--- src/rtl/qbert_cube_tracker_if.sv ---
// Avalon-MM bus between the NIOS master and the Qbert cube tracker.
// Read latency is one clock and there is no waitrequest.
interface qbert_cube_tracker_if;
  logic [1:0]  avs_address;
  logic        avs_read;
  logic        avs_write;
  logic [31:0] avs_writedata;
  logic [31:0] avs_readdata;

  modport master (
    output avs_address, avs_read, avs_write, avs_writedata,
    input  avs_readdata
  );

  modport slave (
    input  avs_address, avs_read, avs_write, avs_writedata,
    output avs_readdata
  );
endinterface

--- src/rtl/qbert_cube_tracker.sv ---
// Tracks Qbert's cube on the pyramid, resolves jump landings and owns the
// top-face colour vector; the NIOS reads state and resets the pyramid over Avalon.
module qbert_cube_tracker #(
  parameter int N_cube = 27,
  parameter int N_rank = 7
) (
  input  logic              i_clk_33,
  input  logic              i_reset_n,
  input  logic              i_nios_start_qbert,
  input  logic [2:0]        i_qbert_jump,
  input  logic              i_done_move,
  output logic              o_bad_jump,
  output logic              o_qbert_busy,
  output logic [N_cube:0]   o_nios_top_color,
  output logic [4:0]        o_cube_index,
  output logic              o_level_done,
  qbert_cube_tracker_if.slave avs
);

  // state     | meaning
  // S_IDLE    | standing on a cube, waiting for a legal jump start
  // S_WAIT_LOW| drop any stale done_move left over from the previous jump
  // S_WAIT_HIGH| animation running, wait for done_move
  // S_RESOLVE | one cycle: land on target or fall off
  // S_FELL    | off the pyramid, only a pyramid reset leaves
  typedef enum logic [2:0] {
    S_IDLE, S_WAIT_LOW, S_WAIT_HIGH, S_RESOLVE, S_FELL
  } state_t;

  state_t             r_state, w_state_nxt;
  logic [2:0]         r_code;
  logic [3:0]         r_rank, r_pos;
  logic [4:0]         r_cube_index;
  logic [N_cube:0]    r_color, w_color_nxt, w_land_mask;
  logic [15:0]        r_count;
  logic               r_level_done;
  logic [31:0]        r_readdata;

  logic               w_ctl_wr, w_ctl_reset, w_ctl_apex, w_col_wr, w_code_legal;
  logic signed [3:0]  w_dr, w_dp, w_tr, w_tp;
  logic               w_tgt_ok, w_land;
  logic [4:0]         w_tgt_idx;
  logic               w_unused_wdata;

  function automatic logic [4:0] cube_idx(input logic [3:0] rk, input logic [3:0] ps);
    return 5'((({2'b0, rk} * ({2'b0, rk} - 6'd1)) >> 1) + {2'b0, ps} - 6'd1);
  endfunction

  assign w_ctl_wr     = avs.avs_write && (avs.avs_address == 2'd3);
  assign w_ctl_reset  = w_ctl_wr && avs.avs_writedata[0];
  assign w_ctl_apex   = w_ctl_wr && avs.avs_writedata[1];
  assign w_col_wr     = avs.avs_write && (avs.avs_address == 2'd0);
  assign w_code_legal = (i_qbert_jump != 3'd0) && (i_qbert_jump <= 3'd4);
  assign w_unused_wdata = ^avs.avs_writedata[31:N_cube+1];

  always_comb begin
    w_dr = 4'sd0;
    w_dp = 4'sd0;
    case (r_code)
      3'd1: w_dr = 4'sd1;
      3'd2: begin w_dr = 4'sd1;  w_dp = 4'sd1;  end
      3'd3: begin w_dr = -4'sd1; w_dp = -4'sd1; end
      3'd4: w_dr = -4'sd1;
      default: ;
    endcase
  end

  // Rank 7 + 1 wraps to -8 in 4-bit signed, which the pos<=rank test rejects.
  assign w_tr      = $signed(r_rank) + w_dr;
  assign w_tp      = $signed(r_pos) + w_dp;
  assign w_tgt_ok  = (w_tp >= 4'sd1) && (w_tp <= w_tr) && (w_tr <= $signed(4'(N_rank)));
  assign w_tgt_idx = cube_idx($unsigned(w_tr), $unsigned(w_tp));
  assign w_land    = (r_state == S_RESOLVE) && w_tgt_ok && !w_ctl_reset;

  always_comb begin
    w_land_mask = '0;
    if (w_land) w_land_mask[w_tgt_idx] = 1'b1;
    w_color_nxt = r_color;
    if (w_col_wr) w_color_nxt = avs.avs_writedata[N_cube:0];
    w_color_nxt = w_color_nxt | w_land_mask;
    if (w_ctl_reset) w_color_nxt = '0;
    if (w_ctl_apex) w_color_nxt[0] = 1'b1;
  end

  always_comb begin
    w_state_nxt = r_state;
    case (r_state)
      S_IDLE:      if (i_nios_start_qbert && w_code_legal) w_state_nxt = S_WAIT_LOW;
      S_WAIT_LOW:  if (!i_done_move) w_state_nxt = S_WAIT_HIGH;
      S_WAIT_HIGH: if (i_done_move) w_state_nxt = S_RESOLVE;
      S_RESOLVE:   w_state_nxt = w_tgt_ok ? S_IDLE : S_FELL;
      S_FELL:      w_state_nxt = S_FELL;
      default:     w_state_nxt = S_IDLE;
    endcase
    if (w_ctl_reset) w_state_nxt = S_IDLE;
  end

  always_ff @(posedge i_clk_33 or negedge i_reset_n) begin
    if (!i_reset_n) begin
      r_state      <= S_IDLE;
      r_code       <= 3'd0;
      r_rank       <= 4'd1;
      r_pos        <= 4'd1;
      r_cube_index <= 5'd0;
      r_color      <= '0;
      r_count      <= 16'd0;
      r_level_done <= 1'b0;
      r_readdata   <= 32'd0;
    end else begin
      r_state      <= w_state_nxt;
      r_color      <= w_color_nxt;
      r_level_done <= &r_color;
      if (r_state == S_IDLE && i_nios_start_qbert && w_code_legal) r_code <= i_qbert_jump;
      if (w_ctl_reset) begin
        r_rank       <= 4'd1;
        r_pos        <= 4'd1;
        r_cube_index <= 5'd0;
        r_count      <= 16'd0;
      end else if (w_land) begin
        r_rank       <= $unsigned(w_tr);
        r_pos        <= $unsigned(w_tp);
        r_cube_index <= w_tgt_idx;
        if (r_count != 16'hFFFF) r_count <= r_count + 16'd1;
      end
      if (avs.avs_read) begin
        case (avs.avs_address)
          2'd0:    r_readdata <= 32'(r_color);
          2'd1:    r_readdata <= {16'd0, r_level_done, (r_state == S_FELL), o_qbert_busy,
                                  r_cube_index, r_rank, r_pos};
          2'd2:    r_readdata <= {16'd0, r_count};
          default: r_readdata <= 32'd0;
        endcase
      end
    end
  end

  assign o_qbert_busy     = (r_state == S_WAIT_LOW) || (r_state == S_WAIT_HIGH) ||
                            (r_state == S_RESOLVE);
  assign o_bad_jump       = (r_state == S_RESOLVE) && !w_tgt_ok && !w_ctl_reset;
  assign o_nios_top_color = r_color;
  assign o_cube_index     = r_cube_index;
  assign o_level_done     = r_level_done;
  assign avs.avs_readdata = r_readdata;

endmodule

--- src/flat_wrapper.sv ---
// flat-port wrapper written by rule: the top's interface ports become plain ports
module qbert_cube_tracker_flat 
#(
  parameter int N_cube = 27,
  parameter int N_rank = 7
)
  (i_clk_33, i_reset_n, i_nios_start_qbert, i_qbert_jump, i_done_move, o_bad_jump, o_qbert_busy, o_nios_top_color, o_cube_index, o_level_done, avs_avs_address, avs_avs_read, avs_avs_write, avs_avs_writedata, avs_avs_readdata);
  qbert_cube_tracker_if avs_i ();
  input  logic i_clk_33;
  input  logic i_reset_n;
  input  logic i_nios_start_qbert;
  input  logic [2:0] i_qbert_jump;
  input  logic i_done_move;
  output logic o_bad_jump;
  output logic o_qbert_busy;
  output logic [N_cube:0] o_nios_top_color;
  output logic [4:0] o_cube_index;
  output logic o_level_done;
  input wire logic [$bits(avs_i.avs_address)-1:0] avs_avs_address;
  input wire logic [$bits(avs_i.avs_read)-1:0] avs_avs_read;
  input wire logic [$bits(avs_i.avs_write)-1:0] avs_avs_write;
  input wire logic [$bits(avs_i.avs_writedata)-1:0] avs_avs_writedata;
  output wire logic [$bits(avs_i.avs_readdata)-1:0] avs_avs_readdata;
  assign avs_i.avs_address = avs_avs_address;
  assign avs_i.avs_read = avs_avs_read;
  assign avs_i.avs_write = avs_avs_write;
  assign avs_i.avs_writedata = avs_avs_writedata;
  assign avs_avs_readdata = avs_i.avs_readdata;
  qbert_cube_tracker #(.N_cube(N_cube), .N_rank(N_rank)) u_core (.i_clk_33(i_clk_33), .i_reset_n(i_reset_n), .i_nios_start_qbert(i_nios_start_qbert), .i_qbert_jump(i_qbert_jump), .i_done_move(i_done_move), .o_bad_jump(o_bad_jump), .o_qbert_busy(o_qbert_busy), .o_nios_top_color(o_nios_top_color), .o_cube_index(o_cube_index), .o_level_done(o_level_done), .avs(avs_i));
endmodule
--- config.mk ---
export PLATFORM = sky130hd
export DESIGN_NAME = qbert_cube_tracker_flat
export DESIGN_NICKNAME = d
export VERILOG_FILES = /design/src/rtl/qbert_cube_tracker_if.sv /design/src/rtl/qbert_cube_tracker.sv /design/src/flat_wrapper.sv
export SDC_FILE = /design/constraint.sdc
export NUM_CORES = 1
export LEC_CHECK = 0
export BUFFER_PORTS_ARGS = -buffer_cell sky130_fd_sc_hd__buf_2
export CORE_ASPECT_RATIO = 1.25
export CORE_UTILIZATION = 55
export CTS_BUF_LIST = sky130_fd_sc_hd__clkbuf_8
export DETAILED_ROUTE_END_ITERATION = 8
export GPL_ROUTABILITY_DRIVEN = 1
export PLACE_DENSITY_LB_ADDON = 0.15
export SYNTH_ARGS = -nofsm -noshare
export SYNTH_HDL_FRONTEND = slang
export SYNTH_SLANG_ARGS = --single-unit
export TNS_END_PERCENT = 10
--- constraint.sdc ---
create_clock -name i_clk_33 -period 12 [get_ports i_clk_33]
set_input_delay 1.8 -clock i_clk_33 [delete_from_list [all_inputs] [get_ports i_clk_33]]
set_output_delay 1.8 -clock i_clk_33 [all_outputs]
set_load 0.005 [all_outputs]
==> results of run 1 <==
==> cells by family (layout without fill, tap and decap cells) <==
kind of cell | after synthesis | count (layout) | synth area share
other | 1 | 4 | 0.0006657
AOI/OAI and AO/OA | 159 | 159 | 0.1808
adders and majority gates | 35 | 35 | 0.08840
and+or+nand+nor | 223 | 223 | 0.1859
xor gates and xnor gates | 16 | 16 | 0.03310
muxes | 24 | 24 | 0.04331
buffers and inverters | 81 | 159 | 0.05864
DFF | 92 | 92 | 0.4092
==> stage by stage <==
| stage | area [sq um] | utilization | setup slack, ns |
|---|---|---|---|
| floorplan | 5644 | - | 6.176 |
| global placement | 6161 | 0.6313 | 5.837 |
| detailed placement | 6161 | 0.6313 | 5.657 |
| CTS | 6367 | 0.6524 | 5.618 |
| global route | 6367 | 0.6524 | 5.100 |
| finish | 6367 | 0.6524 | 5.577 |
==> registers in the layout (all words and copies together), names as in the netlist <==
| name | cells |
|---|---|
| u_core.avs.avs_readdata | 28 |
| u_core.r_state | 3 |
| u_core.r_pos | 4 |
| u_core.o_nios_top_color | 28 |
| u_core.o_cube_index | 5 |
| u_core.r_rank | 4 |
| u_core.r_count | 16 |
| u_core.o_level_done | 1 |
| u_core.r_code | 3 |
==> area by class of cell <==
class / count / share of cell area
repair buffers: 106 / 0.08528
well taps: 126 / 0.02476
multi-input cells: 461 / 0.4738
clock buffers: 10 / 0.02162
clock inverters: 6 / 0.01081
flip-flops and latches: 92 / 0.3620
inverters: 37 / 0.02181
==> worst register-to-register path: stages (launching register included) <==
cell and delay [ns]:
dfrtp_1 0.42, nor2_1 0.20, xnor2_1 0.17, ha_1 0.20
inv_1 0.06, fa_1 0.37, xor2_1 0.45, inv_2 0.17
ha_1 0.38, nor2_1 0.07, fa_1 0.49, inv_1 0.05
fa_1 0.52, fa_1 0.50, ha_1 0.29, inv_1 0.06
ha_1 0.29, a21o_1 0.15, a21oi_1 0.18, xnor2_1 0.11
xnor2_1 0.28, xnor3_2 0.57, o32ai_1 0.35
==> worst paths after layout <==
path,end,slack (ns),cells after the start
max,u_core.o_nios_top_color[26],5.58,22
min,u_core.o_cube_index[1],0.52,1
max reg2reg,u_core.o_nios_top_color[26],5.58,22
min reg2reg,u_core.o_cube_index[1],0.52,1
max in group asynchronous,u_core.avs.avs_readdata[17],9.50,2
min in group asynchronous,u_core.r_state[0],1.24,1
==> per-layer routing <==
| metal | part of all wire | vias to the layer above | global-route usage | wire length (um) |
|---|---|---|---|---|
| met3 | 0.068 | 27 | 0.06151 | 1034 |
| met1 | 0.41 | 2457 | 0.3838 | 6270 |
| met5 | 0 | - | 0 | 0 |
| li1 | - | 2358 | - | - |
| met2 | 0.50 | 213 | 0.4933 | 7579 |
| met4 | 0.022 | 0 | 0.09583 | 342 |
==> cells in the final DEF, fill, tap and decap left out, types with 7 or more instances in the layout <==
| master | Yosys | layout |
|---|---|---|
| buf_2 | 0 | 101 |
| dfrtp_1 | 90 | 90 |
| nand2_1 | 84 | 84 |
| a21oi_1 | 75 | 75 |
| nor2_1 | 56 | 55 |
| inv_1 | 36 | 36 |
| ha_1 | 27 | 27 |
| mux2i_1 | 21 | 21 |
| o21ai_0 | 20 | 20 |
| nand3_1 | 15 | 15 |
| a31o_2 | 13 | 13 |
| nand4_1 | 12 | 12 |
| and3_1 | 11 | 11 |
| or4_1 | 11 | 11 |
| a31o_1 | 10 | 10 |
| clkbuf_8 | 0 | 10 |
| o31ai_1 | 9 | 9 |
| nor3_1 | 8 | 8 |
| fa_1 | 8 | 8 |
| xnor2_1 | 7 | 7 |
==> flow_metrics.env, run 1 <==
export IMPL_outcome="complete, no violations"
export IMPL_crit_arrival_ns=6.70
export IMPL_nFillCells=839
export IMPL_wl_per_cell_um=18.17
export IMPL_clock_skew_ns=0.01366
export IMPL_relSlewSlack=0.2832
export IMPL_yosys_area_top_type="dfrtp_1"
export IMPL_hold_viol_final=0
export IMPL_startpoint="u_core.r_code[1]"
export IMPL_drt_first_pass_iters=5
export IMPL_clock_fmax_ghz=0.1557
export IMPL_critPathLaunchType="flop"
export IMPL_grt_pass1_wl_um=24070
export IMPL_clkSinkCount=92
export IMPL_path_buf_inv=4
export IMPL_hpwl_um=10940
export IMPL_synth_edff_count=0
export IMPL_core_area_sq_um=9759
export IMPL_holdWs_ns=0.5177
export IMPL_worstReg2RegStart="u_core.r_code[1]"
export IMPL_clk_latency_ns=0.37
export IMPL_worstPathRequired_ns=12.27
export IMPL_cap_violations=0
export IMPL_die_w_um=92.52
export IMPL_final_nets=785
export IMPL_async_reset_ff_frac=1.000
export IMPL_hold_start="u_core.o_cube_index[1]"
export IMPL_ys_ff_latch=92
export IMPL_overflow=0
export IMPL_cts_buffer_depth=2
export IMPL_gp_congestion=0.8639
export IMPL_finalSetupViolations=0
export IMPL_max_stage_delay_ns=0.57
export IMPL_yosysUniqueCellTypes=57
export IMPL_initial_utilization=0.5772
export IMPL_critPathTopFamily="adder cells"
export IMPL_htree_levels=3
export IMPL_fin_crit_sh=0.5353
export IMPL_pin_count=111
export IMPL_port_buffers=102
export IMPL_tightest_slew_ns=1.073
export IMPL_syn_area_sq_um=5633
export IMPL_fin_crit_ns=6.423
export IMPL_cts_clk_slew_worst_paths_ns=0.10
export IMPL_die_h_um=115.1
export IMPL_vias=5055
export IMPL_rsz0062_at_grt="no"
export IMPL_grt_pass1_vias=4694
export IMPL_antenna_found_initial=0
export IMPL_postRouteAntennaNets=0
export IMPL_worstPathCellList="nor2_1 -> xnor2_1 -> ha_1 -> inv_1 -> fa_1 -> xor2_1 -> inv_2 -> ha_1 -> nor2_1 -> fa_1 -> inv_1 -> fa_1 -> fa_1 -> ha_1 -> inv_1 -> ha_1 -> a21o_1 -> a21oi_1 -> xnor2_1 -> xnor2_1 -> xnor3_2 -> o32ai_1"
export IMPL_yosysSeqAreaShare=0.4092
export IMPL_min_path_type="reg -> reg"
export IMPL_drive_above_1_share=0.2107
export IMPL_drc=0
export IMPL_detail_route_iter0_violations=383
export IMPL_cts_tree="built"
export IMPL_fin_setup_tns_ns=0
export IMPL_grt_max_degree=84
export IMPL_maxSlewViolCount=0
export IMPL_fin_cells=838
export IMPL_ys_flop_type="dfrtp_1"
export IMPL_cts_buffers=9
export IMPL_drt_wl_total_um=15230
export IMPL_ff_latch_area_sq_um=2305
export IMPL_placementRows=40
export IMPL_cts_root_buffer="clkbuf_8"
export IMPL_postCtsSetupRepairBufs=0
export IMPL_antennaDiodeCount=0
export IMPL_detail_route_vias_per_cell=6.032
export IMPL_yosys_warnings=0
export IMPL_multi_input_area_sq_um=3017
export IMPL_dp_cells=822
export IMPL_grt_usage=0.2949
export IMPL_yosys_cell_count_top_type="dfrtp_1"
export IMPL_synth_cells=631
export IMPL_cts_hold_buf=0
export IMPL_syn_to_final_growth_pct=13.04
export IMPL_path_class="reg -> reg"
export IMPL_end_kind="flop"
export IMPL_cts_resized=0
export IMPL_synth_top_area_share=0.3998
export IMPL_synth_area_leaders="dfrtp_1 (40%), a21oi_1 (6.7%), ha_1 (6.0%)"
export IMPL_crit_fanout=16
export IMPL_cp_slowest_cell="xnor3_2"
export IMPL_design_die_area_sq_um=10650
export IMPL_syn_area_per_cell_sq_um=8.927
export IMPL_synth_common_cells="dfrtp_1 (90), nand2_1 (84), a21oi_1 (75), nor2_1 (56), inv_1 (36)"
Power of run 1 is not shown: default switching activity piles up to over one toggle a cycle in this logic, so the estimate is an artifact.
==> inputs of run 2 (changes only) <==
==> constraint.sdc (replaced) <==
create_clock -name i_clk_33 -period 6.71 [get_ports i_clk_33]
set_input_delay 1.0065 -clock i_clk_33 [delete_from_list [all_inputs] [get_ports i_clk_33]]
set_output_delay 1.0065 -clock i_clk_33 [all_outputs]
set_load 0.005 [all_outputs]
==> run 2 against run 1 <==
Net effect:
- cell count did not move
- largest cell class unchanged
- register-to-register slack lost 5.1 ns
- flip-flop and latch count did not move
- sequential share of layout area is 0.13 points lower
- critical endpoint unchanged
- wire length increased by 1.3%
- maximum frequency up 2.7%
==> flow_metrics.env, run 2 (synthesis results as in run 1) <==
export IMPL_detail_route_vias_per_cell=6.070
export IMPL_met3_usage=0.05886
export IMPL_tightest_slew_ns=1.113
export IMPL_placementRows=40
export IMPL_cts_buffers=9
export IMPL_busiest_layer="met2"
export IMPL_clk_latency_ns=0.38
export IMPL_startpoint="u_core.r_code[0]"
export IMPL_critPathLaunchType="flop"
export IMPL_final_nets=785
export IMPL_cap_violations=0
export IMPL_r2r_end="u_core.o_nios_top_color[26]"
export IMPL_path_class="reg -> reg"
export IMPL_clkSinkCount=92
export IMPL_die_h_um=115.1
export IMPL_core_area_sq_um=9759
export IMPL_pin_count=111
export IMPL_htree_levels=3
export IMPL_crit_arrival_ns=6.54
export IMPL_fin_ws_ns=0.4570
export IMPL_die_w_um=92.52
export IMPL_cts_clk_slew_worst_paths_ns=0.09
export IMPL_grt_use_met2=0.5111
export IMPL_hpwl_um=11060
export IMPL_min_path_type="in -> async"
export IMPL_antennaDiodeCount=0
export IMPL_end_kind="flop"
export IMPL_cts_buffer_depth=2
export IMPL_initial_utilization=0.5772
export IMPL_mostFrequentLayoutCell="buf_2"
export IMPL_nFillCells=835
export IMPL_dp_cells=822
export IMPL_cts_root_buffer="clkbuf_8"
export IMPL_port_buffers=102
export IMPL_wl_per_cell_um=18.41
export IMPL_fin_crit_sh=0.9319
export IMPL_fin_crit_ns=6.253
export IMPL_grt_pass1_wl_um=24600
export IMPL_design_die_area_sq_um=10650
export IMPL_grt_max_degree=86
export IMPL_fin_setup_tns_ns=0
export IMPL_gp_congestion=0.8790
export IMPL_rsz0062_at_grt="no"
export IMPL_layout_common_cells="buf_2 (101), dfrtp_1 (90), nand2_1 (84), a21oi_1 (75), nor2_1 (55)"
export IMPL_crit_fanout=16
export IMPL_place_ws_ns=0.4504
export IMPL_fin_cells=838
export IMPL_maxSlewViolCount=0
export IMPL_cts_tree="built"
export IMPL_vias=5087
export IMPL_hold_viol_final=0
export IMPL_drive_above_1_share=0.2107
export IMPL_finalInstanceArea_sq_um=6390
export IMPL_clock_fmax_ghz=0.1599
export IMPL_drc=0
export IMPL_postRouteAntennaNets=0
export IMPL_worstReg2RegStart="u_core.r_code[0]"
export IMPL_crit_end="u_core.o_nios_top_color[26]"
export IMPL_grt_pass1_vias=4937
export IMPL_drt_first_pass_iters=8
export IMPL_grt_usage=0.3006
export IMPL_reg2regPathDepth=22
export IMPL_relSlewSlack=0.2577
export IMPL_overflow=0
export IMPL_syn_to_final_growth_pct=13.44
export IMPL_worstPathRequired_ns=7.00
export IMPL_grt_util_met1=0.3771
export IMPL_placed_area_sq_um=6161
export IMPL_r2r_slack_ns=0.46
export IMPL_outcome="complete, no violations"
export IMPL_clock_skew_ns=0.01660
export IMPL_drt_wl_total_um=15430
export IMPL_cts_hold_buf=0
export IMPL_finalSetupViolations=0
export IMPL_antenna_found_initial=0
export IMPL_detail_route_iter0_violations=394
-- run 2: cell count changes in the layout (fill, tap and decap cells not counted), sizes merged --
cell / before / now
bufinv: 1 / 2
clkbuf: 10 / 9
-- run 2: layer usage --
layer / wire length, um / vias up
li1: - / 2359
met1: 6207 / 2470
met2: 7776 / 222
met3: 1030 / 36
met4: 415 / 0
met5: 0 / -
-- run 2: through the flow --
step	hold WS, ns	util
2_1_floorplan	0.4789	-
3_3_place_gp	0.4915	0.6313
3_5_place_dp	0.4972	0.6313
4_1_cts	0.4359	0.6540
5_1_grt	0.4355	0.6547
6_report	0.4395	0.6547
-- run 2: worst min path at each step --
stage | depth (start not counted) | slack, ns | to
2_1_floorplan | 1 | 0.48 | u_core.r_rank[3]
3_3_place_gp | 1 | 0.49 | u_core.o_cube_index[1]
3_5_place_dp | 1 | 0.50 | u_core.o_cube_index[1]
4_1_cts | 1 | 0.44 | u_core.r_rank[1]
5_1_grt | 1 | 0.44 | u_core.r_code[1]
6_report | 1 | 0.44 | u_core.r_rank[1]
-- run 2: layout make-up --
cell class / count / area, sq um / share of cell area
multi-input cells: 461 / 3024 / 0.4733
flip-flops and latches: 92 / 2305 / 0.3607
repair buffers: 106 / 543.0 / 0.08498
well taps: 126 / 157.7 / 0.02467
inverters: 37 / 138.9 / 0.02173
clock buffers: 9 / 123.9 / 0.01939
clock inverters: 7 / 97.59 / 0.01527
-- run 2: critical path: stages (launching register included) --
cell and delay (ns):
dfrtp_1 0.41, nor2_1 0.21, xnor2_1 0.16, ha_1 0.19, inv_1 0.05, fa_1 0.67, ha_1 0.23, inv_1 0.06
ha_1 0.32, nor2_1 0.07, fa_1 0.49, inv_1 0.05, fa_1 0.52, fa_1 0.50, ha_1 0.29, inv_1 0.06
ha_1 0.29, a21o_1 0.15, a21oi_1 0.16, xnor2_1 0.10, xnor2_1 0.28, xnor3_2 0.57, o32ai_1 0.32
-- run 2: repair_timing --
| item | 4_1_cts | 5_1_grt |
|---|---|---|
| buffers inserted | 0 | 0 |
| setup endpoints to repair | 0 | 1 |
| resized for setup | 0 | 1 |
Power of run 2 is left out for the same reason.
